===== src/rtl/dshot_tx.sv =====
// DShot serial encoder for one motor: builds a 16-bit frame from the
// sampled throttle/telemetry inputs and sends it as pulse-width-coded bits.
// Each frame is followed by a line-low gap.
module dshot_tx #(
  parameter int BIT_CYCLES = 167,
  parameter int T0H_CYCLES = 63,
  parameter int T1H_CYCLES = 125,
  parameter int GAP_CYCLES = 2000
) (
  input  logic        clk,
  input  logic        rst,
  input  logic        arm,
  input  logic        tlm,
  input  logic [10:0] throttle,
  output logic        dshot_out,
  output logic        busy,
  output logic        frame_done,
  output logic [15:0] last_frame
);

  localparam int GW = $clog2(GAP_CYCLES) + 1;
  localparam int CW = $clog2(BIT_CYCLES) + 1;

  typedef enum logic [1:0] {S_GAP, S_LOAD, S_BIT} state_t;

  state_t        state, state_nxt;
  logic [GW-1:0] gap_cnt;
  logic [CW-1:0] cyc_cnt;
  logic [CW-1:0] high_len;
  logic [3:0]    bit_idx;
  logic [15:0]   shreg;
  logic [11:0]   v;
  logic [3:0]    crc;
  logic          gap_end, bit_end, frame_end;

  assign gap_end   = (gap_cnt == GW'(GAP_CYCLES - 1));
  assign bit_end   = (cyc_cnt == CW'(BIT_CYCLES - 1));
  assign frame_end = bit_end && (bit_idx == 4'd0);

  // Frame word: a disarmed motor always gets an all-zero frame, tlm included.
  assign v   = arm ? {throttle, tlm} : 12'h000;
  assign crc = v[3:0] ^ v[7:4] ^ v[11:8];

  // Reject illegal timing parameters at the first clock.
  always_ff @(posedge clk) begin
    assert (T0H_CYCLES > 0 && T0H_CYCLES < T1H_CYCLES &&
            T1H_CYCLES < BIT_CYCLES && GAP_CYCLES >= 1)
      else $error("dshot_tx: illegal timing parameters");
  end

  // State register.
  always_ff @(posedge clk) begin
    if (rst) state <= S_GAP;
    else     state <= state_nxt;
  end

  // Next state and line outputs; the line is high for the first part of each
  // bit, the length selected by the bit currently at the register MSB.
  always_comb begin
    state_nxt = state;
    busy      = 1'b0;
    dshot_out = 1'b0;
    high_len  = shreg[15] ? CW'(T1H_CYCLES) : CW'(T0H_CYCLES);
    case (state)
      S_GAP:  if (gap_end) state_nxt = S_LOAD;
      S_LOAD: state_nxt = S_BIT;
      S_BIT: begin
        busy      = 1'b1;
        dshot_out = (cyc_cnt < high_len);
        if (frame_end) state_nxt = S_GAP;
      end
      default: state_nxt = S_GAP;
    endcase
  end

  // Gap/bit counters, shift register and frame bookkeeping. The gap counter
  // is held at zero outside GAP so every gap starts from a clean count.
  always_ff @(posedge clk) begin
    if (rst) begin
      gap_cnt    <= '0;
      cyc_cnt    <= '0;
      bit_idx    <= 4'd0;
      shreg      <= 16'h0000;
      last_frame <= 16'h0000;
      frame_done <= 1'b0;
    end else begin
      frame_done <= (state == S_BIT) && frame_end;
      case (state)
        S_GAP: begin
          gap_cnt <= gap_end ? '0 : gap_cnt + GW'(1);
        end
        S_LOAD: begin
          gap_cnt    <= '0;
          shreg      <= {v, crc};
          last_frame <= {v, crc};
          bit_idx    <= 4'd15;
          cyc_cnt    <= '0;
        end
        S_BIT: begin
          gap_cnt <= '0;
          if (bit_end) begin
            shreg   <= {shreg[14:0], 1'b0};
            cyc_cnt <= '0;
            bit_idx <= bit_idx - 4'd1;
          end else begin
            cyc_cnt <= cyc_cnt + CW'(1);
          end
        end
        default: gap_cnt <= '0;
      endcase
    end
  end

endmodule


===== config.mk =====
export PLATFORM = sky130hd
export DESIGN_NAME = dshot_tx
export DESIGN_NICKNAME = d
export VERILOG_FILES = /design/src/rtl/dshot_tx.sv
export SDC_FILE = /design/constraint.sdc
export NUM_CORES = 1
export LEC_CHECK = 0
export BUFFER_PORTS_ARGS = -buffer_cell sky130_fd_sc_hd__buf_2
export CORE_MARGIN = 2
export CORE_UTILIZATION = 30
export DETAILED_ROUTE_END_ITERATION = 8
export SYNTH_ARGS = -nofsm -noshare
export SYNTH_HDL_FRONTEND = slang
export SYNTH_SLANG_ARGS = --single-unit
export TNS_END_PERCENT = 1

===== constraint.sdc =====
create_clock -name clk -period 2.2 [get_ports clk]
set_input_delay 0.33 -clock clk [delete_from_list [all_inputs] [get_ports clk]]
set_output_delay 0.33 -clock clk [all_outputs]
set_load 0.03 [all_outputs]

==> impl_metrics.csv <==
group,metric,value,unit
clocking,ctsRootBufferMaster,"clkbuf_8",
layout,drive_above_1_share,18.36,%
layout,diodes,0,
sta,finalSetupTns,0,ns
critical_path,path_buf_inv,3,
logic_synthesis,synthCells,318,
critical_path,slowest_stage,"or4_4",
sta,fmax,474.9,MHz
floorplan,design.core.area,9240,um2
logic_synthesis,syn_area,2853,um2
sta,finalCritPeriodShare,95.71,%
sta,finalSetupViolations,0,
layout,fin_area,3416,um2
flow_run,maxCapViolCount,0,
drt,post_drt_wl_per_cell,12.72,um
global_routing,gr-total-overflow,0,
critical_path,crit_path_max_fanout,3,
placement,dp_slack,0.3105,ns
logic_synthesis,post-synth-top-area-cell,"dfxtp_1",
critical_path,cp_top_family,"simple AND/OR/NAND/NOR gates",
logic_synthesis,syn-num-nets,344,
critical_path,start_kind,"register",
clocking,clk_pin_slew,0.07,ns
logic_synthesis,syn_area_per_cell,8.971,um2
critical_path,critPathKind,"register to output port",
placement,hpwl,4258,um
sta,tightestPinTransition,0.4715,ns
sta,rsz0062_at_grt,"no",
floorplan,initial_core_util,30.87,%
logic_synthesis,yosysMostFrequentCell,"dfxtp_1",
logic_synthesis,ys_warn_count,0,
clocking,hold_buffers,0,
logic_synthesis,synth_seq_cells,60,
critical_path,cp.arrival,1.78,ns
sta,hold_viol_final,0,
floorplan,rows,35,
floorplan,die_area,10310,um2
sta,setup_slack,0.09443,ns
layout,nets,376,
logic_synthesis,synth_cell_types,38,
worst_hold_path,hold_path.class,"input port to register",
drt,drtAntennaViolNets,0,
layout,syn_to_final_growth,19.74,%
critical_path,path_cells,"inv_2, ha_4, inv_1, or4_4, a31oi_4, buf_6",
drt,vias,2256,
layout,utilization,36.97,%
floorplan,die_y,101.5,um
logic_synthesis,async_reset_ff_share,0,%
critical_path,reg2reg_depth,6,
clocking,cts_sinks,60,
sta,clock-skew-final,0.01121,ns
clocking,tritoncts,"yes",
global_routing,gr-usage-all-layers,12.99,%
critical_path,cp.depth,6,
critical_path,cp_data_required_time,1.87,ns
logic_synthesis,ys_seq_area_share,42.11,%
sta,max_slew_margin,68.47,%
power,vdd_ir_drop_max,0.3882,mV
placement,gp_congestion,0.7829,
drt,routed_wl,6146,um
drt,viasPerCell,4.671,
global_routing,antenna_found_initial,0,
floorplan,io_pins,34,
logic_synthesis,synth_area_leaders,"dfxtp_1, nor2_1, ha_1, a211oi_1, nand2b_1",
power,p_leak,1.292,nW
logic_synthesis,synth_commonest_cells,"dfxtp_1, nor2_1, nand3_1",
global_routing,grt_pass1_vias,2176,
clocking,ctsHtreeMaxLevel,3,
floorplan,die_w,101.5,um
critical_path,max_stage_delay,0.49,ns
worst_hold_path,hold_path_depth,2,
sta,min_period,2.106,ns
logic_synthesis,synth_edf_count,0,
clocking,clkLatencyLatePin,0.34,ns
global_routing,grt_max_degree,38,
logic_synthesis,yosysTopAreaCellShare,42.11,%
power,cellPowerDensity,691.7,nW/um2
clocking,cts_buffers,9,
placement,dpl_cell_area,3162,um2
drt,drt_pre_antenna_iters,4,
power,p_total,2.363,mW
sta,drv_slew,0,
drt,drt_iter0_drc,83,
clocking,cts_max_path_buffers,2,
critical_path,end_kind,"output port",
drt,drc,0,
status,status,"finished, final reports clean",
global_routing,grt_pass1_wl,10520,um
logic_synthesis,synthFlopType,"dfxtp_1",
placement,portBuffers,33,
final timing paths:
kind / start / end / slack, ns
max: state[0]$_SDFFE_PP0P_ / dshot_out / 0.09
min: rst / bit_idx[2]$_SDFFE_PP0P_ / 0.24
min reg2reg: gap_cnt[0]$_SDFF_PP0_ / gap_cnt[0]$_SDFF_PP0_ / 0.46
max reg2reg: cyc_cnt[0]$_SDFFE_PP0P_ / shreg[15]$_SDFFE_PP0P_ / 0.45
registers in the layout (all words and copies together) (netlist names):
signal,count
cyc_cnt,9
frame_done,1
gap_cnt,12
state,2
bit_idx,4
shreg,16
last_frame,16
per-layer routing:
layer / up-vias / wire length (um) / global-route usage (%)
li1: 1166 / - / -
met1: 1044 / 3115 / 17.20
met2: 34 / 2655 / 19.48
met3: 12 / 224 / 4.969
met4: 0 / 150 / 4.262
met5: - / 0 / 0
cells by family (layout without fill, tap and decap cells):
logic type / Yosys count / in the layout / synth area share (%)
simple gates: 144 / 144 / 27.11
xor+xnor: 24 / 24 / 9.298
buf+inv: 31 / 67 / 4.649
fa+ha+maj: 11 / 11 / 4.824
mux: 3 / 3 / 1.053
compound gates: 45 / 45 / 10.96
flops: 60 / 60 / 42.11
power breakdown:
group	switching (mW)	total [mW]	internal, mW
Combinational	0.0546	0.101	0.0463
Sequential	0.00420	1.09	1.09
Clock	0.441	1.17	0.727
Total	0.499	2.36	1.86
final cells by class:
type / instances / area (um2)
clock buffers: 12 / 165.2
clock inverters: 3 / 68.82
fillers: 980 / 5824
inverters: 12 / 45.04
multi-input cells: 227 / 1550
flip-flops and latches: 60 / 1201
well taps: 129 / 161.4
repair buffers: 40 / 224.0
worst register-to-register path, stage by stage, from the launching register on:
cell and delay [ns]:
dfxtp_1 0.40, inv_1 0.06, ha_1 0.19, and4b_1 0.22, a31oi_4 0.37, a211oi_1 0.13
a211oi_1 0.28
through the flow:
| step | hold WS [ns] | std cells |
|---|---|---|
| after global routing | 0.2628 | 483 |
| after floorplan | 0.4303 | 318 |
| after global placement | 0.4431 | 468 |
| after CTS | 0.2305 | 483 |
| after detailed placement | 0.4550 | 468 |
| final | 0.2442 | 483 |
timing repair:
item,4_1_cts,5_1_grt
gates resized for setup,3,2
endpoints found under the setup margin,1,1
buffers inserted,0,0
cells in the final DEF, fill, tap and decap left out, drive strengths merged, types with 3 or more instances in the layout:
cell	n
mux2i	3
buf	40
a21oi	19
nor3	20
nand2	6
nand3	21
nand3b	4
nand2b	19
xnor3	4
ha	11
and3	15
a211oi	18
dfxtp	60
xor2	11
nand4	6
nor3b	3
inv	12
xnor2	9
a31oi	3
nor2	41
clkbuf	12
No activity file was read; power rests on OpenSTA's default activity.
